$ cat src/rtl/iomem_arbiter_pkg.sv
// iomem_arbiter_pkg
// Shared definitions for the iomem bus arbiters. This package holds the
// arbiter state encoding and the default timeout constants. Wider N-master
// variants can reuse them so that every arbiter reports the same abort data.
// There are no ports, because this file is a package.
package iomem_arbiter_pkg;

  // IDLE:   nobody owns the slave.
  // GNT0/1: master 0 or 1 owns the slave.
  // REL:    one dead cycle after any ownership ends.
  typedef enum logic [1:0] {
    ST_IDLE = 2'd0,
    ST_GNT0 = 2'd1,
    ST_GNT1 = 2'd2,
    ST_REL  = 2'd3
  } arb_state_e;

  localparam int unsigned DEFAULT_TIMEOUT_CYCLES = 4095;
  localparam logic [31:0] DEFAULT_TIMEOUT_RDATA  = 32'hDEAD_BEEF;

endpackage

$ cat src/rtl/iomem_arbiter.sv
// iomem_arbiter
// Two-master, one-slave arbiter for the picorv32-style iomem bus (valid/ready).
// Contention between the masters is resolved round-robin. Every transaction is
// followed by a one-cycle release gap. A bounded wait aborts a transaction that
// the slave never answers.
//
// Ports:
//   clk, resetn                    clock, asynchronous active-low reset
//   m0_* / m1_*                    master request in (valid/addr/wdata/wstrb),
//                                  completion out (ready pulse, rdata)
//   s_valid/s_addr/s_wdata/s_wstrb forwarded request to the shared slave
//   s_ready/s_rdata                slave completion and read data
//   busy                           high whenever the arbiter is not idle
//   timeout_err                    sticky flag; set by any aborted transaction
module iomem_arbiter
  import iomem_arbiter_pkg::*;
#(
  parameter int unsigned TIMEOUT_CYCLES = DEFAULT_TIMEOUT_CYCLES,
  parameter logic [31:0] TIMEOUT_RDATA  = DEFAULT_TIMEOUT_RDATA
) (
  input  logic        clk,
  input  logic        resetn,
  input  logic        m0_valid,
  input  logic [31:0] m0_addr,
  input  logic [31:0] m0_wdata,
  input  logic [3:0]  m0_wstrb,
  output logic        m0_ready,
  output logic [31:0] m0_rdata,
  input  logic        m1_valid,
  input  logic [31:0] m1_addr,
  input  logic [31:0] m1_wdata,
  input  logic [3:0]  m1_wstrb,
  output logic        m1_ready,
  output logic [31:0] m1_rdata,
  output logic        s_valid,
  output logic [31:0] s_addr,
  output logic [31:0] s_wdata,
  output logic [3:0]  s_wstrb,
  input  logic        s_ready,
  input  logic [31:0] s_rdata,
  output logic        busy,
  output logic        timeout_err
);

  // Keep the counter at least one bit wide so that TIMEOUT_CYCLES=0
  // (timeout disabled) still elaborates.
  localparam int CNT_W = (TIMEOUT_CYCLES > 0) ? $clog2(TIMEOUT_CYCLES + 1) : 1;
  localparam logic [CNT_W-1:0] CNT_TERM =
    (TIMEOUT_CYCLES > 0) ? CNT_W'(TIMEOUT_CYCLES - 1) : '0;
  localparam logic [CNT_W-1:0] CNT_MAX = '1;

  arb_state_e       state_q, state_d;
  logic             last_grant_q, last_grant_d;
  logic [CNT_W-1:0] wait_cnt_q, wait_cnt_d;
  logic             timeout_err_q, timeout_err_d;

  logic granted;
  logic gnt_is_m1;
  logic gnt_valid;
  logic timeout_hit;
  logic complete;

  assign granted     = (state_q == ST_GNT0) || (state_q == ST_GNT1);
  assign gnt_is_m1   = (state_q == ST_GNT1);
  assign gnt_valid   = gnt_is_m1 ? m1_valid : m0_valid;
  assign timeout_hit = (TIMEOUT_CYCLES != 0) && (wait_cnt_q == CNT_TERM) && !s_ready;
  // A master that drops valid while it is granted gets no completion pulse.
  // In that case the arbiter only releases the bus.
  assign complete    = granted && gnt_valid && (s_ready || timeout_hit);

  // State, fairness pointer, wait counter and sticky error register.
  // Reset leaves last_grant at 1, so master 0 wins the first tie after reset.
  always_ff @(posedge clk or negedge resetn) begin
    if (!resetn) begin
      state_q       <= ST_IDLE;
      last_grant_q  <= 1'b1;
      wait_cnt_q    <= '0;
      timeout_err_q <= 1'b0;
    end else begin
      state_q       <= state_d;
      last_grant_q  <= last_grant_d;
      wait_cnt_q    <= wait_cnt_d;
      timeout_err_q <= timeout_err_d;
    end
  end

  // Next-state logic. In a grant state the checks run in this order:
  //   1. the granted master dropped valid (abandon the transaction);
  //   2. the slave completed (normal completion);
  //   3. the timeout expired (abort).
  // Because completion is checked before the timeout, s_ready on the terminal
  // count cycle is a normal completion. An aborted transaction still counts
  // as service for round-robin purposes, so last_grant moves on.
  always_comb begin
    state_d       = state_q;
    last_grant_d  = last_grant_q;
    wait_cnt_d    = wait_cnt_q;
    timeout_err_d = timeout_err_q;
    case (state_q)
      ST_IDLE: begin
        wait_cnt_d = '0;
        if (m0_valid && m1_valid) begin
          state_d = last_grant_q ? ST_GNT0 : ST_GNT1;
        end else if (m0_valid) begin
          state_d = ST_GNT0;
        end else if (m1_valid) begin
          state_d = ST_GNT1;
        end
      end
      ST_GNT0, ST_GNT1: begin
        if (!gnt_valid) begin
          state_d    = ST_REL;
          wait_cnt_d = '0;
        end else if (s_ready) begin
          state_d      = ST_REL;
          last_grant_d = gnt_is_m1;
          wait_cnt_d   = '0;
        end else if (timeout_hit) begin
          state_d       = ST_REL;
          last_grant_d  = gnt_is_m1;
          wait_cnt_d    = '0;
          timeout_err_d = 1'b1;
        end else if (wait_cnt_q != CNT_MAX) begin
          wait_cnt_d = wait_cnt_q + CNT_W'(1);
        end
      end
      ST_REL: begin
        state_d = ST_IDLE;
      end
      default: begin
        state_d = ST_IDLE;
      end
    endcase
  end

  // Bus outputs are decoded from the state register only. Because the state
  // register resets asynchronously, s_valid, busy and the ready pulses drop
  // as soon as resetn asserts, without waiting for a clock edge.
  // Read data is forced to zero outside a ready pulse.
  always_comb begin
    s_valid  = granted;
    s_addr   = '0;
    s_wdata  = '0;
    s_wstrb  = '0;
    m0_ready = 1'b0;
    m1_ready = 1'b0;
    m0_rdata = '0;
    m1_rdata = '0;
    if (state_q == ST_GNT0) begin
      s_addr   = m0_addr;
      s_wdata  = m0_wdata;
      s_wstrb  = m0_wstrb;
      m0_ready = complete;
      m0_rdata = complete ? (s_ready ? s_rdata : TIMEOUT_RDATA) : '0;
    end else if (state_q == ST_GNT1) begin
      s_addr   = m1_addr;
      s_wdata  = m1_wdata;
      s_wstrb  = m1_wstrb;
      m1_ready = complete;
      m1_rdata = complete ? (s_ready ? s_rdata : TIMEOUT_RDATA) : '0;
    end
  end

  assign busy        = (state_q != ST_IDLE);
  assign timeout_err = timeout_err_q;

endmodule

$ cat config.mk
export PLATFORM = sky130hd
export DESIGN_NAME = iomem_arbiter
export DESIGN_NICKNAME = d
export VERILOG_FILES = /design/src/rtl/iomem_arbiter_pkg.sv /design/src/rtl/iomem_arbiter.sv
export SDC_FILE = /design/constraint.sdc
export NUM_CORES = 1
export LEC_CHECK = 0
export BUFFER_PORTS_ARGS = -buffer_cell sky130_fd_sc_hd__buf_4
export CAP_MARGIN = 20
export CORE_AREA = 2 2 122 124
export CTS_CLUSTER_DIAMETER = 200
export DETAILED_ROUTE_END_ITERATION = 7
export DIE_AREA = 0 0 124 126
export PLACE_DENSITY = 0.6
export SETUP_SLACK_MARGIN = 0.15
export SYNTH_ARGS = -nofsm -noshare
export SYNTH_HDL_FRONTEND = slang
export SYNTH_SLANG_ARGS = --single-unit
$ cat constraint.sdc
create_clock -name clk -period 3.2 [get_ports clk]
set_input_delay 0.48 -clock clk [delete_from_list [all_inputs] [get_ports clk]]
set_output_delay 0.48 -clock clk [all_outputs]
set_load 0.03 [all_outputs]
==> impl_metrics.ini, run 1 <==
[status]
outcome = finished, final reports clean

[drt]
vias_per_cell = 4.30
vias = 3837
drtIter0Drc = 213
maxUsedRoutingLayer = met4
dr.pass1.iters = 4
wl_met2_um = 6540
dr_wl_met3_um = 1150
drc = 0
detail-route-antenna-nets = 0
wirelength_um = 13200
wl_per_cell_um = 14.8
m1WireLength_um = 5270

[synth]
synthCells = 422
ys_warn_count = 0
synth_top_family_by_area = simple AND/OR/NAND/NOR gates
synth_seq_cells = 16
syn_area_per_cell_sq_um = 5.86
synth_fp_nets = 601
synth.area.mux_share_pct = 1.72
synth_simple_gate_area_share_pct = 43.4
synthXorXnorAreaFrac_pct = 0
synth-adder-area-share_pct = 3.04
synth_cell_types = 40
ys_seq_area_share_pct = 16.3
synth_compound_area_share_pct = 26.8
synthesis.area_sq_um = 2470

[timing]
fin_skew_ns = 0.00137
setup_tns_ns = 0
timing.final.ws_setup_ns = 0.358
max_freq_mhz = 352
relSlewSlack_pct = 58.8
hold_viol = 0
rsz0062_at_grt = false
maxSlewViolCount = 0
fin_crit_ns = 2.84
period_share_pct = 88.8
worstMarginPinSlew_ns = 0.615
setup_viol = 0

[global_routing]
grt_pass1_wl_um = 18800
grt_pass1_vias = 3341
grt_max_degree = 85
overflow = 0
antenna_found_initial = 0
track_usage_pct = 15.2

[placed_design]
dp_worst_setup_slack_ns = 0.274
gp_congestion = 0.782
dp_hpwl_um = 10900
io_buffer_count = 309
postPlaceCellArea_sq_um = 4940

[flow_run]
drv_cap = 0

[worst_setup_path]
worstPathRequired_ns = 2.72
endpoint_kind = output port
path_class = reg2out
regToRegSetupSlack_ns = 1.12
rr_startpoint = state_q[0]$_DFFE_PN0P_
cp.arrival_ns = 2.36
critPathLaunchType = flop
critPathLaunch = state_q[0]$_DFFE_PN0P_
cp_max_fo = 55
reg2reg_depth = 7
r2r-end = wait_cnt_q[2]$_DFFE_PN0P_

[floorplanning]
die_h_um = 126
core.rowCount = 44
boundaryPins = 310
die_area_sq_um = 15600
start_util_pct = 17.3
fp.dieW_um = 124
fp.coreArea_sq_um = 14300

[cts]
cts_buffers = 3
clkTransAtPathRegs_ns = 0.05
cts_num_sinks = 16
cts_buffer_depth = 2
post_cts_buffers = 0
clk_latency_ns = 0.25
holdBufCountCts = 0
cts-htree-levels = 1
tritoncts = done
root_buffer = clkbuf_16

[layout]
nFillCells = 1561
layout_common_cells = buf_4 (315), nand2_1 (120), nor2_1 (68)
postLayoutCoreUtil_pct = 35.2
area_growth_pct = 104
fin_area_sq_um = 5040
drive_gt1_share_pct = 47.9
finalNetCount = 888
diodes = 0
final_common_cell = buf_4

[power_and_ir_drop]
p_leak_uw = 0.00258
ir_worst_vdd_mv = 0.469
powerDensity_nw_per_um2 = 762

[worst_hold_path]
hold_path_class = in2async
metal layers:
metal | up-vias | GRT usage (%)
met5 | - | 0
met4 | 0 | 2.71
met3 | 16 | 2.81
met2 | 166 | 26.4
met1 | 1683 | 19.6
li1 | 1972 | -
cell usage after synthesis (all sizes together):
cell type | count | share of area, %
mux2i | 2 | 0.81
nand2 | 121 | 18
or3 | 1 | 0.46
nand3 | 10 | 2.4
a22oi | 1 | 0.51
a21oi | 1 | 0.20
a21o | 1 | 0.30
buf | 12 | 2.5
mux2 | 2 | 0.91
and2 | 1 | 0.25
o22ai | 1 | 0.25
o31a | 1 | 0.35
o21ai | 63 | 13
nor4 | 5 | 1.3
a22o | 14 | 5.0
nand4 | 4 | 1.3
o31ai | 1 | 0.30
inv | 19 | 2.9
nor2b | 25 | 6.3
a211o | 1 | 0.35
nor3 | 6 | 2.1
nand2b | 2 | 0.51
dfstp | 1 | 1.1
o211ai | 8 | 3.0
o221ai | 6 | 3.1
ha | 6 | 3.0
o21a | 2 | 0.61
nor2 | 68 | 10
dfrtp | 15 | 15
clkbuf | 22 | 3.3
stage by stage:
step           hold slack (ns)  std cells  total power (uW)
2_1_floorplan            0.184        422              2330
3_3_place_gp             0.355        888              3580
3_5_place_dp             0.356        888              3590
4_1_cts                 0.0923        892              3850
5_1_grt                  0.103        892              4080
6_report                0.0923        892              3840
report_power, final:
group          switching (uW)  internal [uW]
clock network            81.4            169
logic                    2180           1150
registers                22.5            235
total                    2290           1550
cells by family (layout without fill, tap and decap cells):
group           count (synthesis)  after routing
buf+inv                        53            339
flops                          16             16
compound gates                100            100
mux                             4              4
fa+ha+maj                       6              6
simple gates                  243            243
worst max path at each step:
stage,slack (ns),to,depth (start not counted)
after CTS,0.19,m0_rdata[13],7
final,0.36,s_wdata[15],6
after global routing,0.15,m1_rdata[14],7
after floorplan,0.68,m1_rdata[10],7
after detailed placement,0.27,m0_rdata[13],7
after global placement,0.30,m0_rdata[13],7
critical path, stage by stage (launching register included):
cell and delay, ns:
dfrtp_1 0.41, inv_1 0.12, ha_2 0.22, buf_4 0.49, nand2_1 0.14, o21ai_0 0.46
buf_4 0.26
sequential cells by signal, indices dropped and copies added, names as in the netlist:
register	flops
last_grant_q	1
state_q	2
wait_cnt_q	12
timeout_err	1
area by class of cell:
type / instances / area, sq um / share of cell area (%)
clock buffers: 4 / 78.8 / 1.56
well taps: 184 / 230 / 4.57
flip-flops and latches: 16 / 402 / 7.97
multi-input cells: 353 / 1870 / 37.1
inverters: 19 / 71.3 / 1.42
repair buffers: 316 / 2380 / 47.3
repair_timing:
item	CTS	global route
hold endpoints to repair	0	0
gates resized for setup	2	3
setup endpoints to repair	64	33
(Power assumes the default switching activity.)
==> run 2: changes to the inputs <==
--- a/config.mk
+++ b/config.mk
@@ -7,11 +7,12 @@
 export LEC_CHECK = 0
 export BUFFER_PORTS_ARGS = -buffer_cell sky130_fd_sc_hd__buf_4
 export CAP_MARGIN = 20
-export CORE_AREA = 2 2 122 124
+export CORE_AREA = 2 2 120 122
+export CTS_BUF_LIST = sky130_fd_sc_hd__clkbuf_4 sky130_fd_sc_hd__clkbuf_8
 export CTS_CLUSTER_DIAMETER = 200
 export DETAILED_ROUTE_END_ITERATION = 7
-export DIE_AREA = 0 0 124 126
-export PLACE_DENSITY = 0.6
+export DIE_AREA = 0 0 122 124
+export PLACE_DENSITY = 0.61
 export SETUP_SLACK_MARGIN = 0.15
 export SYNTH_ARGS = -nofsm -noshare
 export SYNTH_HDL_FRONTEND = slang
==> impl_metrics.ini, run 2 (synthesis results as in run 1) <==
[layout]
finalNetCount = 889
drive_gt1_share_pct = 48.0
largest_register_ffs = 12
layout_common_cells = buf_4 (316), nand2_1 (120), nor2_1 (68)
registers.top_by_ff_count = wait_cnt_q
final_common_cell = buf_4
diodes = 0
reg.largest.list = wait_cnt_q x12, state_q x2
area_growth_pct = 103

[timing]
hold_viol = 0
max_freq_mhz = 362
relSlewSlack_pct = 62.7
setup_tns_ns = 0
rsz0062_at_grt = false
worstMarginPinSlew_ns = 0.559
fin_crit_ns = 2.76
period_share_pct = 86.3
fin_skew_ns = 0.00755
maxSlewViolCount = 0
setup_viol = 0

[cts]
cts-htree-levels = 1
holdBufCountCts = 0
cts.repair.resized = 0
root_buffer = clkbuf_8
post_cts_buffers = 0
cts_num_sinks = 16
cts_buffers = 3
tritoncts = done
cts_buffer_depth = 2
clk_latency_ns = 0.26
clkTransAtPathRegs_ns = 0.07

[worst_hold_path]
hold_path_class = in2async

[drt]
vias_per_cell = 4.33
drc = 0
detail-route-antenna-nets = 0
wl_per_cell_um = 15.0
drtIter0Drc = 200
dr.pass1.iters = 4
wirelength_um = 13400
vias = 3846

[worst_setup_path]
cp.arrival_ns = 2.28
slowest_delay_ns = 0.42
cp_max_fo = 33
rr_startpoint = state_q[0]$_DFFE_PN0P_
path_class = reg2out
critPathSlowestCell = dfrtp_1
critPathLaunchType = flop
endpoint_kind = output port
worstPathRequired_ns = 2.72
path_cells = inv_1 -> ha_2 -> mux2i_1 -> nor2_1 -> o211ai_2 -> buf_4 -> nor2_1 -> buf_4
reg2reg_depth = 7
r2r-end = state_q[0]$_DFFE_PN0P_
regToRegSetupSlack_ns = 1.04

[power_and_ir_drop]
power_uw = 3790
switching_power_uw = 2290
swShare_pct = 60.4
p_seq_share_pct = 6.8
clockPowerShare_pct = 5.0
powerDensity_nw_per_um2 = 756
p_leak_uw = 0.00258
pwr-share-comb_pct = 88.2
ir_worst_vdd_mv = 0.437
p_int_uw = 1500

[floorplanning]
boundaryPins = 310
die_area_sq_um = 15100
start_util_pct = 18.0
die_h_um = 124
core.rowCount = 43
fp.coreArea_sq_um = 13700
fp.dieW_um = 122

[global_routing]
grt_pass1_vias = 3371
grt_pass1_wl_um = 18400
overflow = 0
track_usage_pct = 15.4
grt_max_degree = 80
antenna_found_initial = 0

[status]
outcome = finished, final reports clean

[placed_design]
io_buffer_count = 309
gp_congestion = 0.792
dp_hpwl_um = 11100

[flow_run]
drv_cap = 0
-- run 2: cell type report --
cell class | instances | area (sq um)
multi-input combinational | 353 | 1870
sequential | 16 | 402
timing repair buffer | 317 | 2390
fill | 1527 | 8710
inverter | 19 | 71.3
tap | 180 | 225
clock buffer | 4 | 55.1
-- run 2: power groups by stage --
| stage | Sequential (uW) | Clock [uW] | Combinational [uW] |
|---|---|---|---|
| after global placement | 261 | 0 | 3370 |
| after detailed placement | 263 | 0 | 3370 |
| final | 258 | 188 | 3340 |
| after global routing | 261 | 200 | 3600 |
| after CTS | 259 | 189 | 3380 |
| after floorplan | 253 | 0 | 2080 |
-- run 2: how the worst max path moves through the flow --
stage                           start            to  cells after the start
2_1_floorplan  state_q[0]$_DFFE_PN0P_  m1_rdata[10]                      7
3_3_place_gp   state_q[0]$_DFFE_PN0P_   m0_rdata[5]                      8
3_5_place_dp   state_q[0]$_DFFE_PN0P_  m1_rdata[14]                      8
4_1_cts        state_q[0]$_DFFE_PN0P_  m1_rdata[14]                      8
5_1_grt        state_q[1]$_DFFE_PN0P_  m1_rdata[25]                      8
6_report       state_q[0]$_DFFE_PN0P_  m0_rdata[30]                      8
-- run 2: stage by stage --
step	hold slack (ns)	instances	area (sq um)	util (%)	setup WS (ns)
2_1_floorplan	0.184	422	2470	-	0.678
3_3_place_gp	0.357	885	4960	36.1	0.754
3_5_place_dp	0.357	885	4960	36.1	0.686
4_1_cts	0.0861	889	5010	36.5	0.431
5_1_grt	0.0845	889	5010	36.5	0.254
6_report	0.0682	889	5010	36.5	0.438
-- run 2: metal layers --
layer  vias to the layer above  track usage [%]  share of wire (%)
li1                       1968                -                  -
met3                         6             4.81                 11
met4                         0             2.08               0.56
met1                      1693             19.9                 40
met2                       179             25.7                 48
met5                         -                0                  0
-- run 2: critical path: cells and delay by family, from the launching register on --
kind                     cells  cell delay, ns
multiplexers                 1            0.36
flip-flops                   1            0.42
buffers and inverters        3            0.66
adder cells (fa/ha/maj)      1            0.23
AO/OA/AOI/OAI                1            0.10
AND/OR/NAND/NOR              2            0.25
==> run 3: changes to the inputs <==
--- a/config.mk
+++ b/config.mk
@@ -12,7 +12,7 @@
 export CTS_CLUSTER_DIAMETER = 200
 export DETAILED_ROUTE_END_ITERATION = 7
 export DIE_AREA = 0 0 122 124
-export PLACE_DENSITY = 0.61
+export REMOVE_ABC_BUFFERS = 1
 export SETUP_SLACK_MARGIN = 0.15
 export SYNTH_ARGS = -nofsm -noshare
 export SYNTH_HDL_FRONTEND = slang
==> impl_metrics.ini, run 3 (synthesis results as in run 1) <==
[global_routing]
grt_pass1_wl_um = 20000
overflow = 0
grt_pass1_vias = 3365
grtUsageMet3_pct = 4.17
grt_max_degree = 100
grtUsageMet2_pct = 27.9
track_usage_pct = 17.0
antenna_found_initial = 0
gr-max-usage-layer = met2
grtUsageMet1_pct = 21.8

[placed_design]
dp_hpwl_um = 11900
postPlaceCellArea_sq_um = 4960
gp_congestion = 0.843
io_buffer_count = 309
dp.cells = 885

[worst_setup_path]
path_cells = inv_1 -> ha_2 -> mux2i_1 -> nor2_1 -> o211ai_2 -> buf_4 -> nor2_1 -> buf_4
endpoint_kind = output port
reg2reg_depth = 7
cp.arrival_ns = 2.25
cp.depth = 8
critPathLaunchType = flop
crit_buf_inv = 3
slowest_delay_ns = 0.42
worstPathRequired_ns = 2.72
regToRegSetupSlack_ns = 0.98
critPathTopFamily = buffers and inverters
path_class = reg2out
critPathSlowestCell = dfrtp_1
cp_max_fo = 33

[floorplanning]
core.rowCount = 43
start_util_pct = 18.0
die_area_sq_um = 15100
die_h_um = 124
boundaryPins = 310
fp.coreArea_sq_um = 13700
fp.dieW_um = 122

[drt]
wl_per_cell_um = 16.4
dr.pass1.iters = 5
wirelength_um = 14600
drc = 0
vias_per_cell = 4.36
detail-route-antenna-nets = 0
vias = 3876
drtIter0Drc = 235

[layout]
final_common_cell = buf_4
layout_common_cells = buf_4 (316), nand2_1 (120), nor2_1 (68)
postLayoutCoreUtil_pct = 36.5
diodes = 0
largest_register_ffs = 12
drive_gt1_share_pct = 48.0
reg.largest.list = wait_cnt_q x12, state_q x2
area_growth_pct = 103
registers.top_by_ff_count = wait_cnt_q
fin_area_sq_um = 5010
final_cell_count_no_fill = 889
finalNetCount = 889

[status]
outcome = finished, final reports clean

[timing]
period_share_pct = 85.2
max_freq_mhz = 367
relSlewSlack_pct = 57.0
setup_tns_ns = 0
fin_crit_ns = 2.73
maxSlewViolCount = 0
rsz0062_at_grt = false
fin_skew_ns = 0.00394
setup_viol = 0
worstMarginPinSlew_ns = 0.645
hold_viol = 0

[cts]
cts_buffer_depth = 2
tritoncts = done
root_buffer = clkbuf_8
clk_latency_ns = 0.25
clkTransAtPathRegs_ns = 0.07
cts_num_sinks = 16
cts_buffers = 3
cts.repair.resized = 0
holdBufCountCts = 0
cts-htree-levels = 1
post_cts_buffers = 0

[power_and_ir_drop]
p_leak_uw = 0.00258
power_uw = 3870
powerDensity_nw_per_um2 = 772
ir_worst_vdd_mv = 0.496

[flow_run]
drv_cap = 0

[worst_hold_path]
hold_path_class = in2async
## run 3: cell counts in the layout (fill, tap and decap cells not counted)
Identical to the previous run, type by type.
## run 3: through the flow
| step | hold slack (ns) | setup slack (ns) |
|---|---|---|
| after floorplan | 0.184 | -1.35 |
| after global placement | 0.356 | 0.837 |
| after detailed placement | 0.361 | 0.746 |
| after CTS | 0.0851 | 0.466 |
| after global routing | 0.0941 | 0.314 |
| final | 0.0788 | 0.474 |
## run 3: power breakdown
group	switching [uW]	total [uW]	internal, uW
Combinational	2270	3430	1160
Sequential	23.4	258	234
Clock	76.4	186	109
Total	2370	3870	1500
## run 3: path summary, 6_finish.rpt
| path | endpoint | from |
|---|---|---|
| setup / recovery | m0_rdata[0] | state_q[0]$_DFFE_PN0P_ |
| hold / removal | timeout_err$_DFFE_PN0P_ | resetn |
| setup reg to reg | wait_cnt_q[4]$_DFFE_PN0P_ | state_q[0]$_DFFE_PN0P_ |
| hold reg to reg | timeout_err$_DFFE_PN0P_ | timeout_err$_DFFE_PN0P_ |
| max in group asynchronous | last_grant_q$_DFFE_PN1P_ | resetn |
| min in group clk | timeout_err$_DFFE_PN0P_ | timeout_err$_DFFE_PN0P_ |
## run 3: worst reg2reg max path: stages, from the launching register on
cell	delay, ns
dfrtp_1	0.42
inv_1	0.12
ha_2	0.23
mux2i_1	0.35
nor3_4	0.06
a21oi_1	0.52
buf_4	0.28
o221ai_1	0.12
## run 3: cell type report
class	count	area (sq um)
fill	1533	8710
timing repair buffer	317	2390
multi-input combinational	353	1870
sequential	16	402
tap	180	225
inverter	19	71.3
clock buffer	4	55.1
## run 3: layer usage
layer	vias to the layer above	routed length, um
met3	20	1270
met4	0	460
li1	1975	-
met2	144	6980
met1	1737	5910
met5	-	0
